$ cat config.mk
export PLATFORM = sky130hd
export DESIGN_NAME = seg7_scan_decoder_flat
export DESIGN_NICKNAME = d
export VERILOG_FILES = /design/src/rtl/seg7_scan_decoder_if.sv /design/src/rtl/seg7_scan_decoder.sv /design/src/flat_wrapper.sv
export SDC_FILE = /design/constraint.sdc
export NUM_CORES = 1
export LEC_CHECK = 0
export ABC_AREA = 1
export CAP_MARGIN = 20
export CORE_MARGIN = 2
export CORE_UTILIZATION = 61
export DETAILED_ROUTE_END_ITERATION = 12
export PLACE_DENSITY = 0.84
export SLEW_MARGIN = 20
export SYNTH_ARGS = -nofsm -noshare
export SYNTH_HDL_FRONTEND = slang
export SYNTH_SLANG_ARGS = --single-unit
$ cat constraint.sdc
create_clock -name clk -period 2.85 [get_ports clk]
set_input_delay 0.4275 -clock clk [delete_from_list [all_inputs] [get_ports clk]]
set_output_delay 0.4275 -clock clk [all_outputs]
set_load 0.1 [all_outputs]
$ cat src/rtl/seg7_scan_decoder_if.sv
// Multiplexed 7-segment display bus as seen by the scan decoder.
// The master side drives segments and digit selects; the slave side hands back the decoded frame.
interface seg7_scan_decoder_if #(
    parameter int NUM_DIG = 4
);
    logic [6:0]           seg;
    logic [NUM_DIG-1:0]   an;
    logic [4*NUM_DIG-1:0] value;
    logic [NUM_DIG-1:0]   blank;
    logic                 err;
    logic                 frame_valid;

    modport master (
        output seg,
        output an,
        input  value,
        input  blank,
        input  err,
        input  frame_valid
    );

    modport slave (
        input  seg,
        input  an,
        output value,
        output blank,
        output err,
        output frame_valid
    );
endinterface

$ cat src/rtl/seg7_scan_decoder.sv
// Recovers hex nibbles from an active-low multiplexed 7-segment bus and
// assembles them into frames with blank and error flags.
module seg7_scan_decoder #(
    parameter int NUM_DIG    = 4,
    parameter int STABLE_CYC = 4
) (
    input  logic               clk,
    input  logic               clrn,
    seg7_scan_decoder_if.slave bus
);

    localparam int KW = $clog2(NUM_DIG);
    localparam int CW = $clog2(STABLE_CYC + 1);

    localparam logic [CW-1:0]      CNT_ONE  = CW'(1);
    localparam logic [CW-1:0]      CNT_LAST = CW'(STABLE_CYC - 1);
    localparam logic [CW-1:0]      CNT_MAX  = CW'(STABLE_CYC);
    localparam logic [NUM_DIG-1:0] SEL_ONE  = NUM_DIG'(1);

    typedef enum logic [1:0] {
        IDLE,
        SETTLE,
        CAPTURED
    } state_t;

    typedef struct packed {
        logic [3:0] nib;
        logic       blank;
        logic       bad;
    } dec_t;

    function automatic dec_t decode(input logic [6:0] pat);
        dec_t d;
        d = '{nib: 4'h0, blank: 1'b0, bad: 1'b0};
        case (pat)
            7'b1000000: d.nib = 4'h0;
            7'b1111001: d.nib = 4'h1;
            7'b0100100: d.nib = 4'h2;
            7'b0110000: d.nib = 4'h3;
            7'b0011001: d.nib = 4'h4;
            7'b0010010: d.nib = 4'h5;
            7'b0000010: d.nib = 4'h6;
            7'b1111000: d.nib = 4'h7;
            7'b0000000: d.nib = 4'h8;
            7'b0010000: d.nib = 4'h9;
            7'b0001000: d.nib = 4'hA;
            7'b0000011: d.nib = 4'hB;
            7'b1000110: d.nib = 4'hC;
            7'b0100001: d.nib = 4'hD;
            7'b0000110: d.nib = 4'hE;
            7'b0001110: d.nib = 4'hF;
            7'b1111111: d.blank = 1'b1;
            default:    d.bad = 1'b1;
        endcase
        return d;
    endfunction

    // Two-flop synchronizers: the display bus is driven from another clock domain.
    logic [6:0]         seg_meta_q;
    logic [6:0]         sseg_q;
    logic [NUM_DIG-1:0] an_meta_q;
    logic [NUM_DIG-1:0] san_q;

    // NOTE: sequential state uses non-blocking assignments so every flop samples pre-edge values.
    always_ff @(posedge clk or negedge clrn) begin
        if (!clrn) begin
            seg_meta_q <= '0;
            sseg_q     <= '0;
            an_meta_q  <= '0;
            san_q      <= '0;
        end else begin
            seg_meta_q <= bus.seg;
            sseg_q     <= seg_meta_q;
            an_meta_q  <= bus.an;
            san_q      <= an_meta_q;
        end
    end

    logic [NUM_DIG-1:0] sel_zeros;
    logic               sel_valid;
    logic [KW-1:0]      sel_idx;

    // A select is usable only when exactly one line is pulled low.
    always_comb begin
        sel_zeros = ~san_q;
        sel_valid = (sel_zeros != '0) && ((sel_zeros & (sel_zeros - SEL_ONE)) == '0);
        sel_idx   = '0;
        for (int i = 0; i < NUM_DIG; i++) begin
            if (sel_zeros[i]) begin
                sel_idx = KW'(i);
            end
        end
    end

    dec_t dec;
    assign dec = decode(sseg_q);

    state_t        state_q, state_d;
    logic [CW-1:0] cnt_q, cnt_d;
    logic [KW-1:0] k_q, k_d;
    logic [6:0]    lseg_q, lseg_d;
    logic          cap;

    always_ff @(posedge clk or negedge clrn) begin
        if (!clrn) begin
            state_q <= IDLE;
            cnt_q   <= '0;
            k_q     <= '0;
            lseg_q  <= '0;
        end else begin
            state_q <= state_d;
            cnt_q   <= cnt_d;
            k_q     <= k_d;
            lseg_q  <= lseg_d;
        end
    end

    // NOTE: every combinational output gets a default first so no path can infer a latch.
    always_comb begin
        state_d = state_q;
        cnt_d   = cnt_q;
        k_d     = k_q;
        lseg_d  = lseg_q;
        cap     = 1'b0;

        case (state_q)
            IDLE: begin
                cnt_d = '0;
                if (sel_valid) begin
                    cnt_d   = CNT_ONE;
                    k_d     = sel_idx;
                    lseg_d  = sseg_q;
                    state_d = SETTLE;
                end
            end

            SETTLE: begin
                if (!sel_valid) begin
                    cnt_d   = '0;
                    state_d = IDLE;
                end else if (sel_idx != k_q || sseg_q != lseg_q) begin
                    cnt_d  = CNT_ONE;
                    k_d    = sel_idx;
                    lseg_d = sseg_q;
                end else if (cnt_q == CNT_LAST) begin
                    cnt_d   = CNT_MAX;
                    cap     = 1'b1;
                    state_d = CAPTURED;
                end else if (cnt_q < CNT_MAX) begin
                    cnt_d = cnt_q + CNT_ONE;
                end
            end

            CAPTURED: begin
                if (!sel_valid) begin
                    cnt_d   = '0;
                    state_d = IDLE;
                end else if (sel_idx != k_q || sseg_q != lseg_q) begin
                    cnt_d   = CNT_ONE;
                    k_d     = sel_idx;
                    lseg_d  = sseg_q;
                    state_d = SETTLE;
                end
            end

            default: begin
                cnt_d   = '0;
                state_d = IDLE;
            end
        endcase
    end

    logic [3:0]           hold_nib_q [NUM_DIG];
    logic [NUM_DIG-1:0]   hold_blank_q;
    logic [NUM_DIG-1:0]   hold_bad_q;
    logic [NUM_DIG-1:0]   mask_q, mask_d;
    logic [4*NUM_DIG-1:0] hold_value;
    logic                 frame_done;

    assign frame_done = &mask_q;

    // A capture on the completion edge re-arms its own mask bit after the clear.
    always_comb begin
        mask_d = mask_q;
        if (frame_done) begin
            mask_d = '0;
        end
        if (cap) begin
            mask_d[k_q] = 1'b1;
        end
    end

    always_comb begin
        hold_value = '0;
        for (int i = 0; i < NUM_DIG; i++) begin
            hold_value[4*i +: 4] = hold_nib_q[i];
        end
    end

    // NOTE: the holding slots are reset explicitly so a reset mid-frame cannot leak old digits.
    always_ff @(posedge clk or negedge clrn) begin
        if (!clrn) begin
            for (int i = 0; i < NUM_DIG; i++) begin
                hold_nib_q[i] <= '0;
            end
            hold_blank_q <= '0;
            hold_bad_q   <= '0;
            mask_q       <= '0;
        end else begin
            mask_q <= mask_d;
            if (cap) begin
                hold_nib_q[k_q]   <= dec.nib;
                hold_blank_q[k_q] <= dec.blank;
                hold_bad_q[k_q]   <= dec.bad;
            end
        end
    end

    logic [4*NUM_DIG-1:0] value_q;
    logic [NUM_DIG-1:0]   blank_q;
    logic                 err_q;
    logic                 fv_q;

    always_ff @(posedge clk or negedge clrn) begin
        if (!clrn) begin
            value_q <= '0;
            blank_q <= '0;
            err_q   <= 1'b0;
            fv_q    <= 1'b0;
        end else begin
            fv_q <= frame_done;
            if (frame_done) begin
                value_q <= hold_value;
                blank_q <= hold_blank_q;
                err_q   <= |hold_bad_q;
            end
        end
    end

    assign bus.value       = value_q;
    assign bus.blank       = blank_q;
    assign bus.err         = err_q;
    assign bus.frame_valid = fv_q;

endmodule

$ cat src/flat_wrapper.sv
// flat-port wrapper written by rule: the top's interface ports become plain ports
module seg7_scan_decoder_flat 
#(
    parameter int NUM_DIG    = 4,
    parameter int STABLE_CYC = 4
)
  (clk, clrn, bus_seg, bus_an, bus_value, bus_blank, bus_err, bus_frame_valid);
  seg7_scan_decoder_if #(.NUM_DIG(NUM_DIG)) bus_i ();
  input  logic clk;
  input  logic clrn;
  input wire logic [$bits(bus_i.seg)-1:0] bus_seg;
  input wire logic [$bits(bus_i.an)-1:0] bus_an;
  output wire logic [$bits(bus_i.value)-1:0] bus_value;
  output wire logic [$bits(bus_i.blank)-1:0] bus_blank;
  output wire logic [$bits(bus_i.err)-1:0] bus_err;
  output wire logic [$bits(bus_i.frame_valid)-1:0] bus_frame_valid;
  assign bus_i.seg = bus_seg;
  assign bus_i.an = bus_an;
  assign bus_value = bus_i.value;
  assign bus_blank = bus_i.blank;
  assign bus_err = bus_i.err;
  assign bus_frame_valid = bus_i.frame_valid;
  seg7_scan_decoder #(.NUM_DIG(NUM_DIG), .STABLE_CYC(STABLE_CYC)) u_core (.clk(clk), .clrn(clrn), .bus(bus_i));
endmodule
==> results_dict.tcl, run 1 <==
set metrics [dict create \
    status "completed" \
    placed_cell_area_mm2 0.00420 \
    critPathTopFamily "simple AND/OR/NAND/NOR gates" \
    critPathMaxFanout 10 \
    holdCritPathClass "input pin to async pin" \
    layout_commonest_cell "nand2_1" \
    die_w_um 83.4 \
    wirelength_um 7530 \
    drtIter0Drc 153 \
    insertedDiodeCount 0 \
    crit_chain "nand2_1 -> nand2_1 -> nand2_1 -> nand2_2 -> nor2_2 -> nand4_1 -> nand2_1 -> nand2_1" \
    cts-buffers-inserted 9 \
    finalSetupViolations 0 \
    cts_hold_buf 0 \
    dr.pass1.iters 4 \
    cts_tree "built" \
    finalNetCount 523 \
    drv_cap 0 \
    grt_max_degree 87 \
    grt_busiest_layer "met2" \
    rsz0062_at_grt "no" \
    grtUsageTotal_pct 23.5 \
    wl_per_cell_um 12.9 \
    root_buffer "clkbuf_8" \
    max-slew-margin-rel_pct 51.8 \
    portBuffers 34 \
    fillers 468 \
    ys_ff_latch 86 \
    ios 35 \
    drive_gt1_share_pct 12.8 \
    path_class "register to register" \
    finalCritPeriodShare_pct 68.5 \
    cts.sinks 86 \
    grt_pass1_wl_um 13200 \
    drcViolationCount 0 \
    ctsResizeCount 0 \
    tightest_slew_ns 0.723 \
    fp.dieH_um 83.4 \
    power_density_mw_per_mm2 634 \
    use_met2_pct 39.2 \
    syn_area_mm2 0.00385 \
    fin_util_pct 72.6 \
    grt.overflow.total 0 \
    rows 28 \
    syn_nets 483 \
    power_mw 2.78 \
    use_met3_pct 4.27 \
    ir_worst_vdd_v 0.000470 \
    crit_arrival_ns 2.21 \
    hold_viol_final 0 \
    startpoint_type "register" \
    antenna_found_initial 0 \
    seq_area_frac_synth_pct 55.9 \
    syn_area_per_cell_um2 8.31 \
    core_area_mm2 0.00603 \
    setup_tns_ns 0 \
    clockBufferDepth 2 \
    worstPathRequired_ns 3.11 \
    fin_area_mm2 0.00438 \
    yosysWarnings 0 \
    vias 2995 \
    end_kind "register" \
    synthDistinctLibCells 28 \
    syn2layout_area_growth_pct 13.8 \
    clock_skew_ns 0.00710 \
    min_period_ns 1.95 \
    crit_top_cell "nand2_1" \
    critPathBufInv 0 \
    hpwl_um 5350 \
    grt_pass1_vias 2939 \
    cts_max_level 3 \
    start_util_pct 63.8 \
    synth_cells 463 \
    globalRouteMet1Util_pct 30.1 \
    clkSlewWorstSetupHoldPaths_ns 0.09 \
    insertion_delay_ns 0.36 \
    dieArea_mm2 0.00696 \
    ant_nets 0 \
    max_freq_ghz 0.512 \
    power_leakage_nw 2.47 \
    postCtsSetupBuffers 0 \
    slew_violations 0 \
    viasPerCell 5.14 \
    gp_congestion 0.885 \
    cp_slowest_stage_delay_ns 0.43 \
    worst_path_max_delay_cell "dfrtp_1" \
    final_cell_mix "nand2_1, dfrtp_1, inv_1" \
]
## synthesized netlist by cell type
cell type,number,area (um^2)
nand2_1,224,841
nor2_1,26,97.6
nand2_2,5,31.3
o21ai_0,10,50.1
nor4_1,1,6.26
nand4_1,9,56.3
and2_1,1,6.26
nand3b_1,3,22.5
ha_1,7,87.6
nand4_2,1,12.5
nor2_2,3,18.8
nand3_1,20,100
a21boi_0,1,7.51
or2_2,1,6.26
nand2_4,1,11.3
clkbuf_1,4,15.0
dfrtp_1,86,2150
nand3_4,1,17.5
xnor2_1,1,8.76
nand3_2,2,20.0
nor3_1,7,35.0
inv_2,6,22.5
buf_6,1,11.3
inv_1,32,120
a21oi_1,4,20.0
nor2_8,1,20.0
nor2_4,4,45.0
clkbuf_2,1,5.00
## cell families (layout without fill, tap and decap cells)
kind of cell	Yosys count	count (layout)	share of synthesized area, %
and+or+nand+nor	310	310	35.0
DFF	86	86	55.9
buffers and inverters	44	89	4.52
AOI/OAI and AO/OA	15	15	2.02
adders and majority gates	7	7	2.28
xor gates and xnor gates	1	1	0.228
## path summary, 6_finish.rpt
path	startpoint	end	slack (ns)	depth (start not counted)
worst min-delay path	clrn	u_core.bus.value[14]	0.10	1
min in group clk	u_core.seg_meta_q[4]	u_core.sseg_q[4]	0.35	0
worst max-delay path	u_core.san_q[3]	u_core.hold_blank_q[2]	0.90	8
max in group asynchronous	clrn	u_core.lseg_q[4]	2.27	1
worst min register to register	u_core.seg_meta_q[4]	u_core.sseg_q[4]	0.35	0
worst max register to register	u_core.san_q[3]	u_core.hold_blank_q[2]	0.90	8
## final cells by class
cell class / count / area [um^2] / area share (%)
clock buffers: 9 / 124 / 2.83
inverters: 38 / 143 / 3.26
repair buffers: 35 / 294 / 6.72
well taps: 75 / 93.8 / 2.14
clock inverters: 7 / 48.8 / 1.11
flip-flops and latches: 86 / 2150 / 49.2
multi-input cells: 333 / 1520 / 34.8
## per-stage QoR
step	setup slack, ns	std cells	hold slack [ns]
after floorplan	1.30	463	0.132
after global placement	0.986	567	0.332
after detailed placement	0.935	567	0.335
after CTS	0.922	583	0.280
after global routing	0.700	583	0.180
final	0.897	583	0.103
## flip-flops by register name, summed over array words and instances, names as in the netlist, 7 cells and up
name and count:
u_core.seg_meta_q 7, u_core.hold_nib_q 16, u_core.sseg_q 7, u_core.lseg_q 7, u_core.bus.value 16
## routing by layer
layer  wire [um]  share of wire [%]  up-vias
met5           0                  0        -
met2        3600                 48       86
met1        3360                 45     1370
met4         195                2.6        0
li1            -                  -     1520
met3         374                5.0       19
## worst register-to-register path, delay by kind of cell (launching register included)
kind / cells / cell delay (ns)
DFF: 1 / 0.43
and+or+nand+nor: 8 / 1.42
## report_power, final
| group | internal (mW) | switching [mW] | leakage (nW) |
|---|---|---|---|
| logic | 0.202 | 0.385 | 1.26 |
| registers | 1.32 | 0.103 | 1.13 |
| clock network | 0.316 | 0.452 | 0.0776 |
Note: power is estimated with default switching activity, not from simulation.
==> run 2, diff against run 1 <==
--- a/config.mk
+++ b/config.mk
@@ -8,9 +8,9 @@
 export ABC_AREA = 1
 export CAP_MARGIN = 20
 export CORE_MARGIN = 2
-export CORE_UTILIZATION = 61
+export CORE_UTILIZATION = 51
 export DETAILED_ROUTE_END_ITERATION = 12
-export PLACE_DENSITY = 0.84
+export PLACE_DENSITY = 0.75
 export SLEW_MARGIN = 20
 export SYNTH_ARGS = -nofsm -noshare
 export SYNTH_HDL_FRONTEND = slang
==> constraint.sdc (replaced) <==
create_clock -name clk -period 1.75 [get_ports clk]
set_input_delay 0.2625 -clock clk [delete_from_list [all_inputs] [get_ports clk]]
set_output_delay 0.2625 -clock clk [all_outputs]
set_load 0.1 [all_outputs]
==> results_dict.tcl, run 2 (synthesis gave the netlist of run 1 again) <==
set metrics [dict create \
    crit_arrival_ns 1.96 \
    cts_tree "built" \
    finalCritPeriodShare_pct 95.1 \
    crit_chain "inv_2 -> nand2_2 -> nand3_2 -> nor2_2 -> nand3_2 -> nor2_8 -> nand3_4 -> nor2_4 -> nand2_1 -> nand2_1" \
    startpoint_type "register" \
    ir_worst_vdd_v 0.000697 \
    placed_cell_area_mm2 0.00461 \
    finalNonFillerCells 631 \
    hold_viol_final 0 \
    slew_violations 0 \
    worst_path_max_delay_cell "dfrtp_2" \
    portBuffers 34 \
    insertedDiodeCount 0 \
    rows 31 \
    dieArea_mm2 0.00825 \
    grtUsageTotal_pct 20.9 \
    power_mw 4.70 \
    min_period_ns 1.66 \
    hpwl_um 5880 \
    p_int_mw 3.13 \
    p_comb_share_pct 23.5 \
    cts-buffers-inserted 9 \
    die_w_um 90.9 \
    pwr-share-clk_pct 27.4 \
    wl_per_cell_um 12.9 \
    syn2layout_area_growth_pct 28.6 \
    worst_slack_ns 0.0865 \
    seqCellArea_mm2 0.00216 \
    critPathTopFamily "simple AND/OR/NAND/NOR gates" \
    clockBufferDepth 2 \
    worst-r2r-cell-count 10 \
    rr_endpoint "u_core.hold_nib_q[7]" \
    grt_pass1_vias 3054 \
    grt_pass1_wl_um 13800 \
    drcViolationCount 0 \
    power_leakage_nw 2.67 \
    max_freq_ghz 0.601 \
    ios 35 \
    end_kind "register" \
    pwr-share-seq_pct 49.1 \
    path_class "register to register" \
    cts.sinks 86 \
    antenna_found_initial 0 \
    critPathMaxFanout 7 \
    max-slew-margin-rel_pct 61.1 \
    gp_congestion 0.907 \
    tightest_slew_ns 0.583 \
    post-place-ws_ns -0.0226 \
    fp.dieH_um 90.9 \
    dr.pass1.iters 4 \
    viasPerCell 5.05 \
    holdWs_ns 0.331 \
    reg2reg_slack_ns 0.09 \
    grt_max_degree 41 \
    grt.overflow.total 0 \
    rsz0062_at_grt "yes" \
    root_buffer "clkbuf_8" \
    layout_commonest_cell "nand2_1" \
    worstPathRequired_ns 2.04 \
    p_switching_mw 1.56 \
    globalRouteMet1Util_pct 26.8 \
    cts_max_level 3 \
    fillers 611 \
    min_from "bus_seg[0]" \
    switching_share_pct 33.3 \
    holdPathStages 1 \
    grt_busiest_layer "met2" \
    multiInputGateArea_mm2 0.00158 \
    fin_area_mm2 0.00495 \
    use_met2_pct 35.6 \
    insertion_delay_ns 0.36 \
    cp_slowest_stage_delay_ns 0.43 \
    power_density_mw_per_mm2 949 \
    wirelength_um 8120 \
    drv_cap 0 \
    holdCritPathClass "input pin to register" \
    critPathBufInv 1 \
    ant_nets 0 \
    reg2reg_from "u_core.sseg_q[6]" \
    finalSetupViolations 0 \
    final_cell_mix "nand2_1, dfrtp_1, inv_1" \
    finalNetCount 547 \
    clock_skew_ns 0.0132 \
    status "completed" \
    drtIter0Drc 133 \
    vias 3187 \
    start_util_pct 52.8 \
    core_area_mm2 0.00729 \
    drive_gt1_share_pct 20.9 \
    place_inst 605 \
    holdPathEnd "u_core.seg_meta_q[0]" \
    use_met3_pct 4.17 \
    clkSlewWorstSetupHoldPaths_ns 0.09 \
]
==> run 2: power by group through the flow <==
stage | clock (mW) | sequential (mW) | combinational [mW]
floorplan | 0 | 2.31 | 0.752
global placement | 0 | 2.33 | 0.973
detailed placement | 0 | 2.34 | 1.01
CTS | 1.31 | 2.30 | 1.02
global route | 1.41 | 2.33 | 1.28
finish | 1.29 | 2.31 | 1.10
==> run 2: routing by layer <==
layer / vias up / share of wire, % / wire (um)
li1: 1569 / - / -
met1: 1525 / 43 / 3490
met2: 81 / 51 / 4130
met3: 12 / 4.7 / 379
met4: 0 / 1.5 / 121
met5: - / 0 / 0
==> run 2: layout make-up <==
class,count,area share [%]
repair buffers,59,15.4
multi-input cells,333,31.9
well taps,99,2.50
clock buffers,10,2.78
flip-flops and latches,86,43.7
inverters,38,2.88
clock inverters,6,0.885
==> run 2: worst max path at each step <==
| stage | depth (start not counted) | from | endpoint |
|---|---|---|---|
| finish | 10 | u_core.sseg_q[6] | u_core.hold_nib_q[7] |
| global route | 9 | u_core.sseg_q[6] | u_core.hold_nib_q[7] |
| CTS | 7 | u_core.sseg_q[3] | u_core.hold_nib_q[7] |
| detailed placement | 6 | u_core.sseg_q[3] | u_core.hold_nib_q[4] |
| global placement | 9 | u_core.sseg_q[2] | u_core.hold_bad_q[1] |
| floorplan | 8 | u_core.san_q[3] | u_core.hold_bad_q[0] |
==> run 2: repair_timing <==
action	in CTS	in global routing
endpoints found under the hold margin	37	0
hold buffers	1	0
pin swaps	2	10
buffers inserted	2	7
gates resized for setup	0	25
endpoints found under the setup margin	12	33
==> run 2: stage by stage <==
stage	setup TNS, ns	utilization (%)
6_report	0	67.9
5_1_grt	-0.316	67.9
4_1_cts	0	66.1
3_5_place_dp	-0.106	63.2
3_3_place_gp	0	63.2
2_1_floorplan	0	-
==> run 3, diff against run 2 <==
--- a/config.mk
+++ b/config.mk
@@ -5,9 +5,8 @@
 export SDC_FILE = /design/constraint.sdc
 export NUM_CORES = 1
 export LEC_CHECK = 0
-export ABC_AREA = 1
 export CAP_MARGIN = 20
-export CORE_MARGIN = 2
+export CORE_MARGIN = 8
 export CORE_UTILIZATION = 51
 export DETAILED_ROUTE_END_ITERATION = 12
 export PLACE_DENSITY = 0.75
==> results_dict.tcl, run 3 <==
set metrics [dict create \
    status "complete, but fails checks" \
    violations "negative setup slack" \
    final_cell_mix "dfrtp_1, nand2_1, buf_4" \
    rows 31 \
    syn_area_mm2 0.00377 \
    hold_viol_final 0 \
    clockBufferDepth 2 \
    wl_met1_um 3410 \
    worstPathRequired_ns 2.01 \
    wl_met2_um 4100 \
    synthDistinctLibCells 52 \
    drtIter0Drc 167 \
    finalSetupViolations 42 \
    finalNetCount 448 \
    grt_pass1_wl_um 13500 \
    wl_met3_um 400 \
    rsz0062_at_grt "yes" \
    gp_congestion 0.849 \
    cts_tree "built" \
    die_w_um 102 \
    tightest_slew_ns 0.471 \
    vias 2820 \
    max_freq_ghz 0.497 \
    yosysWarnings 0 \
    crit_arrival_ns 2.27 \
    cts_max_level 3 \
    power_density_mw_per_mm2 902 \
    yosysTopAreaCell "dfrtp_1" \
    cts.sinks 86 \
    drv_cap 0 \
    synth_cells 362 \
    syn2layout_area_growth_pct 35.1 \
    clkSlewWorstSetupHoldPaths_ns 0.10 \
    root_buffer "clkbuf_8" \
    grt_pass1_vias 2933 \
    synth_ff_type "dfrtp_1" \
    power_leakage_nw 2.34 \
    ys_ff_latch 86 \
    core_area_mm2 0.00721 \
    insertedDiodeCount 0 \
    synthArstFlopShare_pct 100 \
    ios 35 \
    fp.dieH_um 102 \
    wirelength_um 8040 \
    setup_tns_ns -7.70 \
    viasPerCell 5.30 \
    grtUsageTotal_pct 16.4 \
    layout_commonest_cell "dfrtp_1" \
    startpoint_type "register" \
    path_class "register to register" \
    end_kind "register" \
    synth_most_common_cell "nand2_1" \
    grt_max_degree 52 \
    min_period_ns 2.01 \
    finalNonFillerCells 532 \
    synth-edff-count 0 \
    wl_per_cell_um 15.1 \
    ant_nets 0 \
    fin_util_pct 70.6 \
    finalCritPeriodShare_pct 115 \
    dr.pass1.iters 4 \
    grt.overflow.total 0 \
    dieArea_mm2 0.0104 \
    fillers 507 \
    max-slew-margin-rel_pct 68.2 \
    drcViolationCount 0 \
    drive_gt1_share_pct 30.3 \
    hpwl_um 5310 \
    holdCritPathClass "input pin to async pin" \
    post-place-ws_ns -0.345 \
    cts-buffers-inserted 9 \
    critPathMaxFanout 4 \
    synth.area.top_cells "dfrtp_1, nand2_1, mux2_4" \
    highest_layer "met4" \
    worst_slack_ns -0.264 \
    syn_area_per_cell_um2 10.4 \
    placed_cell_area_mm2 0.00464 \
    syn_nets 382 \
    place_inst 509 \
    seq_area_frac_synth_pct 57.1 \
    start_util_pct 52.3 \
    antenna_found_initial 0 \
    yosys.area.top_type_share_pct 57.1 \
    synth_commonest_cells "nand2_1, dfrtp_1, nor2_1" \
    clock_skew_ns 0.0164 \
    slew_violations 0 \
    insertion_delay_ns 0.37 \
    ir_worst_vdd_v 0.000670 \
    fin_area_mm2 0.00510 \
    portBuffers 34 \
]
==> run 3: cell families (layout without fill, tap and decap cells) <==
| family | after synthesis | count (layout) | share of synthesized area, % |
|---|---|---|---|
| AO/OA/AOI/OAI | 57 | 57 | 9.82 |
| XOR/XNOR | 11 | 11 | 2.55 |
| adder cells (fa/ha/maj) | 7 | 7 | 2.32 |
| buffers and inverters | 30 | 101 | 3.48 |
| flip-flops | 86 | 86 | 57.1 |
| multiplexers | 16 | 16 | 5.31 |
| AND/OR/NAND/NOR | 155 | 155 | 19.4 |
==> run 3: per-stage QoR <==
step | total power, mW | hold slack [ns]
final | 4.60 | 0.285
after floorplan | 2.76 | -0.0331
after global placement | 3.02 | 0.143
after CTS | 4.59 | 0.295
after global routing | 4.77 | 0.309
after detailed placement | 3.06 | 0.144
==> run 3: final cells by class <==
cell class                      count  area (um^2)  area share [%]
Clock buffer                        9          124            2.43
Clock inverter                      7         86.3            1.69
Inverter                           11         41.3           0.810
Multi-Input combinational cell    246         1660            32.6
Sequential cell                    86         2150            42.3
Tap cell                           99          124            2.43
Timing Repair Buffer               74          903            17.7
==> run 3: worst paths after layout <==
| check | startpoint | endpoint | slack [ns] | depth (start not counted) |
|---|---|---|---|---|
| setup / recovery | u_core.san_q[2] | u_core.hold_nib_q[1] | -0.26 | 5 |
| hold / removal | clrn | u_core.bus.blank[0] | 0.28 | 2 |
| setup reg to reg | u_core.san_q[2] | u_core.hold_nib_q[1] | -0.26 | 5 |
| hold reg to reg | u_core.seg_meta_q[1] | u_core.sseg_q[1] | 0.35 | 0 |
| max in group asynchronous | clrn | u_core.san_q[3] | 0.90 | 3 |
| min in group clk | bus_seg[4] | u_core.seg_meta_q[4] | 0.32 | 1 |
==> run 3: where the power goes <==
group,internal (mW),switching (mW)
Sequential,2.12,0.0929
Clock,0.695,0.801
Combinational,0.447,0.442
==> run 3: routing by layer <==
metal | vias up | track usage (%)
met5 | - | 0
li1 | 1363 | -
met4 | 0 | 7.90
met2 | 64 | 27.8
met3 | 12 | 3.88
met1 | 1381 | 19.2
==> run 3: repair_timing <==
item | in CTS | in global routing
resized for setup | 37 | 22
buffers inserted | 2 | 2
hold endpoints to repair | 16 | 0
hold buffers | 1 | 0
pin swaps | 19 | 11
endpoints found under the setup margin | 42 | 42
cloned | 2 | 0
==> run 3: critical path, stage by stage (launching register included) <==
cell and delay (ns):
dfrtp_1 0.41, nor2b_4 0.14, or3_4 0.36, a2111oi_4 0.44
nand3_2 0.22, mux2_4 0.34
